File: src/rtl/chess_pkg.sv
// Shared chess encodings for the rook move executor: square bits, colours,
// move directions and controller states.
package chess_pkg;
  localparam int STEP_LIMIT = 7;

  localparam int OCC  = 0;
  localparam int COL  = 1;
  localparam int KING = 2;

  localparam logic WHITE = 1'b0;
  localparam logic BLACK = 1'b1;

  typedef enum logic [1:0] {UP, RIGHT, DOWN, LEFT} dir_t;
  typedef enum logic [2:0] {IDLE, CHECK, SCAN, WR_SRC, WR_DST, DONE} state_t;

  function automatic logic [2:0] abs_diff(input logic [2:0] a, input logic [2:0] b);
    return (a > b) ? (a - b) : (b - a);
  endfunction
endpackage

File: src/rtl/rook_path_step.sv
// Combinational square locator: the square k steps from (row, col) along dir.
module rook_path_step
  import chess_pkg::*;
(
  input  logic [2:0] i_row,
  input  logic [2:0] i_col,
  input  dir_t       i_dir,
  input  logic [2:0] i_k,
  output logic [2:0] o_row,
  output logic [2:0] o_col
);
  always_comb begin
    o_row = i_row;
    o_col = i_col;
    case (i_dir)
      UP:    o_row = i_row - i_k;
      DOWN:  o_row = i_row + i_k;
      LEFT:  o_col = i_col - i_k;
      RIGHT: o_col = i_col + i_k;
    endcase
  end
endmodule

File: src/rtl/rook_move_exec.sv
// Rook move executor: validates a requested move, walks the path for blockers
// (allow distances pass through opponents) and commits it with two board writes.
module rook_move_exec
  import chess_pkg::*;
(
  input  logic                  clk,
  input  logic                  reset,
  input  logic                  start,
  input  logic [2:0]            srcRow,
  input  logic [2:0]            srcCol,
  input  logic [2:0]            dstRow,
  input  logic [2:0]            dstCol,
  input  logic                  color,
  input  logic [2:0]            rookAllowUp,
  input  logic [2:0]            rookAllowRight,
  input  logic [2:0]            rookAllowDown,
  input  logic [2:0]            rookAllowLeft,
  input  logic [7:0][7:0][2:0]  boardPos,
  output logic                  busy,
  output logic                  done,
  output logic                  legal,
  output logic                  capture,
  output logic                  captureKing,
  output logic                  wrEn,
  output logic [2:0]            wrRow,
  output logic [2:0]            wrCol,
  output logic [2:0]            wrData
);
  state_t           r_state, w_next;
  logic [2:0]       r_srcRow, r_srcCol, r_dstRow, r_dstCol;
  logic             r_color;
  logic [3:0][2:0]  r_allow;
  dir_t             r_dir, w_dir;
  logic [2:0]       r_dist, w_dist, r_k;
  logic             r_legal, r_capture, r_king;

  logic             w_rowEq, w_colEq, w_checkOk, w_dstCap;
  logic [2:0]       w_srcSq, w_dstSq, w_scanSq;
  logic [2:0]       w_endRow, w_endCol, w_scanRow, w_scanCol;

  assign w_rowEq  = (r_srcRow == r_dstRow);
  assign w_colEq  = (r_srcCol == r_dstCol);
  assign w_dir    = w_rowEq ? ((r_dstCol < r_srcCol) ? LEFT : RIGHT)
                            : ((r_dstRow < r_srcRow) ? UP : DOWN);
  assign w_dist   = w_rowEq ? abs_diff(r_srcCol, r_dstCol) : abs_diff(r_srcRow, r_dstRow);
  assign w_srcSq  = boardPos[r_srcRow][r_srcCol];
  assign w_dstSq  = boardPos[r_dstRow][r_dstCol];
  assign w_scanSq = boardPos[w_scanRow][w_scanCol];
  assign w_dstCap = w_dstSq[OCC] & (w_dstSq[COL] != r_color);

  rook_path_step u_end_step (
    .i_row(r_srcRow), .i_col(r_srcCol), .i_dir(w_dir), .i_k(w_dist),
    .o_row(w_endRow), .o_col(w_endCol)
  );

  rook_path_step u_scan_step (
    .i_row(r_srcRow), .i_col(r_srcCol), .i_dir(r_dir), .i_k(r_k),
    .o_row(w_scanRow), .o_col(w_scanCol)
  );

  // Walking the path to the end square is a cross-check on the direction/distance decode.
  assign w_checkOk = (w_srcSq[1:0] == {r_color, 1'b1})
                   && !(w_rowEq && w_colEq)
                   && (w_rowEq || w_colEq)
                   && (w_dist <= r_allow[w_dir])
                   && !(w_dstSq[OCC] && (w_dstSq[COL] == r_color))
                   && (w_endRow == r_dstRow) && (w_endCol == r_dstCol);

  always_ff @(posedge clk or posedge reset) begin
    if (reset) begin
      r_state   <= IDLE;
      r_srcRow  <= '0;
      r_srcCol  <= '0;
      r_dstRow  <= '0;
      r_dstCol  <= '0;
      r_color   <= WHITE;
      r_allow   <= '0;
      r_dir     <= UP;
      r_dist    <= '0;
      r_k       <= '0;
      r_legal   <= 1'b0;
      r_capture <= 1'b0;
      r_king    <= 1'b0;
    end else begin
      r_state <= w_next;
      case (r_state)
        IDLE: if (start) begin
          r_srcRow  <= srcRow;
          r_srcCol  <= srcCol;
          r_dstRow  <= dstRow;
          r_dstCol  <= dstCol;
          r_color   <= color;
          r_allow   <= {rookAllowLeft, rookAllowDown, rookAllowRight, rookAllowUp};
          r_legal   <= 1'b0;
          r_capture <= 1'b0;
          r_king    <= 1'b0;
        end
        CHECK: begin
          r_dir     <= w_dir;
          r_dist    <= w_dist;
          r_k       <= 3'd1;
          r_legal   <= w_checkOk;
          r_capture <= w_dstCap;
          r_king    <= w_dstCap & w_dstSq[KING];
        end
        SCAN: begin
          if (w_scanSq[OCC]) r_legal <= 1'b0;
          else               r_k     <= r_k + 3'd1;
        end
        default: ;
      endcase
    end
  end

  always_comb begin
    w_next = r_state;
    busy   = (r_state != IDLE);
    done   = 1'b0;
    wrEn   = 1'b0;
    wrRow  = '0;
    wrCol  = '0;
    wrData = '0;
    case (r_state)
      IDLE:   if (start) w_next = CHECK;
      CHECK: begin
        if (!w_checkOk)       w_next = DONE;
        else if (w_dist > 3'd1) w_next = SCAN;
        else                  w_next = WR_SRC;
      end
      SCAN: begin
        if (w_scanSq[OCC])              w_next = DONE;
        else if (r_k == r_dist - 3'd1)  w_next = WR_SRC;
      end
      WR_SRC: begin
        wrEn   = 1'b1;
        wrRow  = r_srcRow;
        wrCol  = r_srcCol;
        w_next = WR_DST;
      end
      WR_DST: begin
        wrEn   = 1'b1;
        wrRow  = r_dstRow;
        wrCol  = r_dstCol;
        wrData = {1'b0, r_color, 1'b1};
        w_next = DONE;
      end
      DONE: begin
        done   = 1'b1;
        w_next = IDLE;
      end
      default: w_next = IDLE;
    endcase
  end

  assign legal       = done & r_legal;
  assign capture     = done & r_legal & r_capture;
  assign captureKing = done & r_legal & r_king;
endmodule

File: config.mk
export PLATFORM = sky130hd
export DESIGN_NAME = rook_move_exec
export DESIGN_NICKNAME = d
export VERILOG_FILES = /design/src/rtl/chess_pkg.sv /design/src/rtl/rook_path_step.sv /design/src/rtl/rook_move_exec.sv
export SDC_FILE = /design/constraint.sdc
export NUM_CORES = 1
export LEC_CHECK = 0
export CORE_MARGIN = 3
export CORE_UTILIZATION = 40
export DETAILED_ROUTE_END_ITERATION = 8
export PLACE_DENSITY_LB_ADDON = 0.12
export SYNTH_ARGS = -nofsm -noshare
export SYNTH_HDL_FRONTEND = slang
export SYNTH_SLANG_ARGS = --single-unit
File: constraint.sdc
create_clock -name clk -period 8.2 [get_ports clk]
set_input_delay 1.64 -clock clk [delete_from_list [all_inputs] [get_ports clk]]
set_output_delay 1.64 -clock clk [all_outputs]
set_load 0.05 [all_outputs]
Yosys cells after proc, flatten, opt, wreduce, memory -nomap -nowiden --
Cells that the tools add are included.
Storage, ports and cells: bits in registers 39, bits in latches 0, bits in writable memories 0, ROM bits 0, input bits 220, output and inout port bits 15, logic and storage cells 137, memories kept 0
Cells by class: $add $sub $neg 14, multipliers 0, div/mod/pow operators 0, order comparisons 13, equality and inequality tests 23, shift operators 0, multiplexer cells 42, bitwise gates (word level) 5, reductions and logical operators 24
Operators by type and width (number):
- 24-bit binary-select mux with 3-bit select | 3
- 24-bit 2-to-1 mux | 3
- 3-bit case mux with 2 select lines | 7
- 3-bit 2-to-1 mux | 10
- 3-bit binary-select mux with 3-bit select | 3
- 3-bit by 4-bit less-than comparator with 1-bit output, second input constant | 6
- 3-bit subtractor | 8
- 3-bit equality test | 5
- 3-bit case mux with 5 select lines | 1
- 3-bit adder | 4
- 2-bit 2-to-1 mux | 5
- 2-bit equality test, second input constant | 4
- 1-bit logical AND | 8
- 2-bit AND reduction | 4
- 3-bit binary-select mux with 2-bit select | 1
- 3-bit by 2-bit equality test with 1-bit output, second input constant | 2
- 3-bit equality test, second input constant | 2
- 3-bit greater-than comparator | 2
- 3-bit less-than comparator | 2
- 1-bit 2-to-1 mux | 6
- 2-bit != test, second input constant | 3
- 3-bit nonzero test | 2
- 1-bit bitwise AND | 5
- 2-bit by 1-bit equality test with 1-bit output, second input constant | 2
- 19 further kinds | 23

Longest topological paths before layout --
depth after elaboration 13, depth in mapped cells 23, mapped depth without buffers 21

Cells and area by module --
Synthesis repeated with hierarchy kept, for this count alone.
Unflattened totals: cells, all modules 589, area total of the unflattened synthesis 6386.1 um2
Modules (own cells, without submodules):
- rook_move_exec | times used 1, cells an instance 527, area each 5883.1 um2, sequential area each 975.9 um2
- rook_path_step | times used 2, cells an instance 31, area each 251.5 um2, sequential area each 0.0 um2

Worst setup path before layout --
No wires, ideal clock.
path type register to register, start register r_dstRow[1], end register r_state[2], library setup time 124 ps, data arrival time 5200 ps, required time 8076 ps, slack 2876 ps, cell stages (with the launch flop) 23, path buffers 5, period minus slack after synthesis 5324 ps, path through dfrtp_1 buf_6 buf_12 buf_12 buf_8 clkbuf_1 inv_1 fa_1 inv_1 o311a_1 a21oi_1 ha_1 o21ai_0 o31a_1 fa_1 inv_1 o22ai_1 o311ai_0 o21ai_0 a2111oi_0 nand3_1 or4_4 a211o_1
On the way: cells in the longest elaborated chain, start to end 12, elaborated cells between the ends (all ways) 42, classes of those cells add/sub: 6; order compare: 3; eq/ne: 7; mux: 14; reduce/logical: 12
RTL lines:
- start, declared | RTL line rook_move_exec.sv:30 | logic [2:0] r_srcRow, r_srcCol, r_dstRow, r_dstCol;
- start signal, assigned | RTL line rook_move_exec.sv:90 | r_dstRow <= dstRow;
- parallel branches: the longest is 9 deep, another holds 3-bit subtractor
- 1-bit logical AND (*) | RTL line rook_move_exec.sv:67 | && (w_endRow == r_dstRow) && (w_endCol == r_dstCol);
- 3-bit 2-to-1 mux (*) | RTL line rook_move_exec.sv:126 | if (!w_checkOk) w_next = DONE;
- 3-bit case mux with 5 select lines (*) | RTL line rook_move_exec.sv:123 | case (r_state)
- end signal, assigned | RTL line rook_move_exec.sv:85 | r_state <= w_next;
- end, declared | RTL line rook_move_exec.sv:29 | state_t r_state, w_next;
Mark *: on every way between the ends. The select of a mux whose other input is x is not followed. A chain may end at the register's enable or synchronous reset.

Final worst setup path --
start register r_dstCol[1], end register r_state[2]
On the way: cells in the longest elaborated chain, start to end 12, elaborated cells between the ends (all ways) 40, classes of those cells add/sub: 6; order compare: 3; eq/ne: 7; mux: 12; reduce/logical: 12
RTL lines:
- start, declared | RTL line rook_move_exec.sv:30
- start signal, assigned | RTL line rook_move_exec.sv:91 | r_dstCol <= dstCol;
- parallel branches: the longest is 9 deep, another holds 3-bit subtractor
- 1-bit logical AND (*) | RTL line rook_move_exec.sv:67
- 3-bit 2-to-1 mux (*) | RTL line rook_move_exec.sv:126
- 3-bit case mux with 5 select lines (*) | RTL line rook_move_exec.sv:123
Marks and branches as above.

==> flow_metrics.py <==
metrics = {
    "setup_path": {
        "setup.worst_path.start_class": "flip-flop",
        "cp.arrival_ns": 6.53,
        "worst_r2r_path_depth": 18,
        "critical_path_peak_fanout": 21,
        "rr_startpoint": "r_dstCol[1]",
        "r2r-end": "r_state[2]",
        "rrSetupSlack_ns": 1.84,
        "criticalPathCategory": "reg -> reg",
        "worstSetupEndpointType": "flip-flop",
        "worst_ep_required_time_ns": 8.37,
    },
    "yosys": {
        "netlist.top_cell.by_area": "mux4_2",
        "post-synth-top-count-cell": "mux4_2",
        "yosys-top-cells-area": "mux4_2, dfrtp_1, mux4_1",
        "synth.ff_latch_count": 39,
        "synthesis.area_per_instance_sq_um": 10.75,
        "ys_async_sr_fraction_pct": 100.0,
        "synth_top_area_share_pct": 27.01,
        "synth.cell_area_sq_um": 6504,
        "ys_types": 70,
        "post_synth_most_frequent_cells": "mux4_2, nand2_1, dfrtp_1",
        "ys_dominant_reg_cell": "dfrtp_1",
        "synth-edff-count": 0,
        "netlist_instances": 605,
        "synth_warnings": 0,
        "synth_fp_nets": 857,
        "synth_sequential_area_ratio_pct": 15.01,
    },
    "cells_and_area": {
        "finish.utilization_pct": 57.83,
        "area_growth_pct": 38.19,
        "finish.net_count": 1057,
        "design_area_sq_um": 8987,
        "final_layout_size_suffix_gt1_share_pct": 15.88,
        "n_antenna_cell": 0,
    },
    "timing": {
        "finalSetupViolations": 0,
        "timing.fmax_ghz": 0.1573,
        "totalNegativeSetupSlack_ns": 0,
        "final-max-slew-violation-count": 0,
        "tightest_slew_ns": 1.113,
        "worst_slack_ns": 1.841,
        "timing_hold_violations_final": 0,
        "min_period_over_period_pct": 77.55,
        "slew_headroom_pct": 24.22,
        "clock-skew-final_ns": 0.007588,
        "fin_crit_period_ns": 6.359,
        "rsz0062_at_grt": "false",
    },
    "job": {
        "max_cap_violations": 0,
    },
    "die": {
        "initial_core_util_pct": 41.85,
        "floorplan.rows": 45,
        "die_span_y_microns": 133.5,
        "die_w_microns": 133.5,
        "i_o_pin_count": 235,
        "floorplan.core_area_sq_um": 15540,
        "dieArea_sq_um": 17820,
    },
    "min_path": {
        "min_delay_worst_endpoint": "r_capture",
        "hold_path_startpoint": "r_capture",
        "worst_hold_path.num_cells": 2,
        "holdCritPathClass": "reg -> reg",
    },
    "clock_network": {
        "number_of_buffers_added_for_setup_after_cts": 0,
        "cts_hold_buf": 0,
        "clock_tree.buffer_depth": 2,
        "cts.reportedPaths.clkPinSlew_ns": 0.07,
        "clock_insertion_delay_worst_skew_ns": 0.29,
        "tritoncts.num_buffers": 5,
        "cts_tree": "yes",
        "h-tree-depth": 2,
        "cts-root-buf": "clkbuf_16",
        "cts_resized": 0,
        "number_of_clock_sinks": 39,
    },
    "place": {
        "dp_worst_setup_slack_ns": 2.088,
        "numPortBuffers": 233,
        "detailed_place.area_sq_um": 8818,
        "hpwl_microns": 18930,
        "gpl.final_weighted_congestion": 0.9535,
    },
    "drt": {
        "drt_pass1_iterations": 5,
        "total_via_count_after_detailed_routing": 6396,
        "via_per_inst": 6.289,
        "route.detailed.wl_per_inst_microns": 23.38,
        "dr.first_iter.drc_count": 453,
        "routed_wirelength_microns": 23780,
        "drc_errors": 0,
        "ant_nets": 0,
    },
    "grt": {
        "largest_net_degree_at_the_start_of_global_routing": 40,
        "vias_in_the_first_global_route": 6696,
        "grt_antenna_before_repair": 0,
        "global_route_wire_length_before_repair_microns": 37410,
        "grt.total_usage_pct": 26.46,
        "grt_overflow_total": 0,
    },
    "pwr": {
        "total_leakage_power_nw": 3.362,
        "max-vdd-ir-drop_uv": 208.9,
        "power.density_nw_per_um2": 424.0,
    },
    "run_status": {
        "status": "completed",
    },
}
-- cell families after synthesis --
logic type	count (synthesis)	share of synthesized area, %
DFF	39	15.01
other	1	0.05766
adders and majority gates	32	7.080
xor gates and xnor gates	16	2.155
buffers and inverters	76	7.079
muxes	151	42.71
AOI/OAI and AO/OA	141	14.68
and+or+nand+nor	149	11.24
-- critical path, cell delays in order, from the launching register on --
cell and delay (ns):
dfrtp_1 0.95, inv_1 0.58, fa_1 0.70, nor4_1 0.07
a21oi_1 0.15, o211ai_1 0.15, a21oi_1 0.43, ha_1 0.32
o21ai_0 0.08, o31a_1 0.19, fa_1 0.43, inv_1 0.09
o22ai_1 0.10, o311ai_0 0.37, o21ai_0 0.16, a2111oi_0 0.49
nand3_1 0.16, or4_4 0.47, a211o_1 0.31
-- routing by layer --
metal	global-route usage (%)	wire length (microns)
met1	33.84	9201
met2	45.99	11910
met3	4.381	1899
met4	8.343	765
met5	0	0
-- layout by cell type (no fill, tap or decap), drive strengths merged, types with 3 or more instances in the layout --
cell	netlist	routed
inv	26	26
a211oi	9	9
a22oi	13	13
o21a	4	4
a311oi	5	5
o22ai	3	3
mux4	94	94
nand3b	3	3
a21oi	25	25
clkdlybuf4s50	0	233
nand3	20	20
clkbuf	27	5
dfrtp	39	39
fa	8	8
nor3	11	11
mux2i	36	36
xnor2	11	11
clkinv	3	5
xor2	5	5
nand4	3	3
nor4	3	3
nor2	13	13
mux2	21	21
o311ai	3	3
buf	20	7
and2	3	3
o31ai	3	3
nand2	60	60
nor2b	16	16
and3	8	8
a22o	6	6
ha	24	24
o2111ai	3	3
a31oi	8	8
o211ai	5	5
o21ai	36	36
-- worst max path at each step --
stage | from | end | depth (start not counted)
after floorplan | r_dstRow[1] | r_state[2] | 22
after global placement | r_dstCol[1] | r_state[2] | 18
after detailed placement | r_dstCol[1] | r_state[2] | 18
after CTS | r_dstCol[1] | r_state[2] | 18
after global routing | r_dstCol[1] | r_state[2] | 18
final | r_dstCol[1] | r_state[2] | 18
-- sequential cells by signal, indices dropped and copies added (netlist names) --
| signal | flops |
|---|---|
| r_allow | 12 |
| r_dist | 3 |
| r_dstCol | 3 |
| r_dstRow | 3 |
| r_k | 3 |
| r_srcCol | 3 |
| r_srcRow | 3 |
| r_state | 3 |
| r_dir | 2 |
| r_capture | 1 |
| r_color | 1 |
| r_king | 1 |
| r_legal | 1 |
-- stage by stage --
stage,std cells,hold WS (ns),power [W]
floorplan,605,0.4380,0.002830
global placement,1009,0.4699,0.003461
detailed placement,1009,0.4632,0.003549
CTS,1017,0.4843,0.003795
global route,1017,0.5292,0.004124
finish,1017,0.4848,0.003811
-- power breakdown --
part           internal, W  switching [W]  total, W
logic              0.00147        0.00164   0.00311
clock network     0.000144      0.0000841  0.000228
registers         0.000274       0.000200  0.000473
-- final cells by class --
class / instances / area, sq um
fillers: 1347 / 6553
multi-input cells: 490 / 5081
repair buffers: 240 / 2385
flip-flops and latches: 39 / 979.7
well taps: 211 / 264.0
clock buffers: 5 / 125.1
inverters: 29 / 108.9
clock inverters: 3 / 43.79
(Power assumes the default switching activity.)
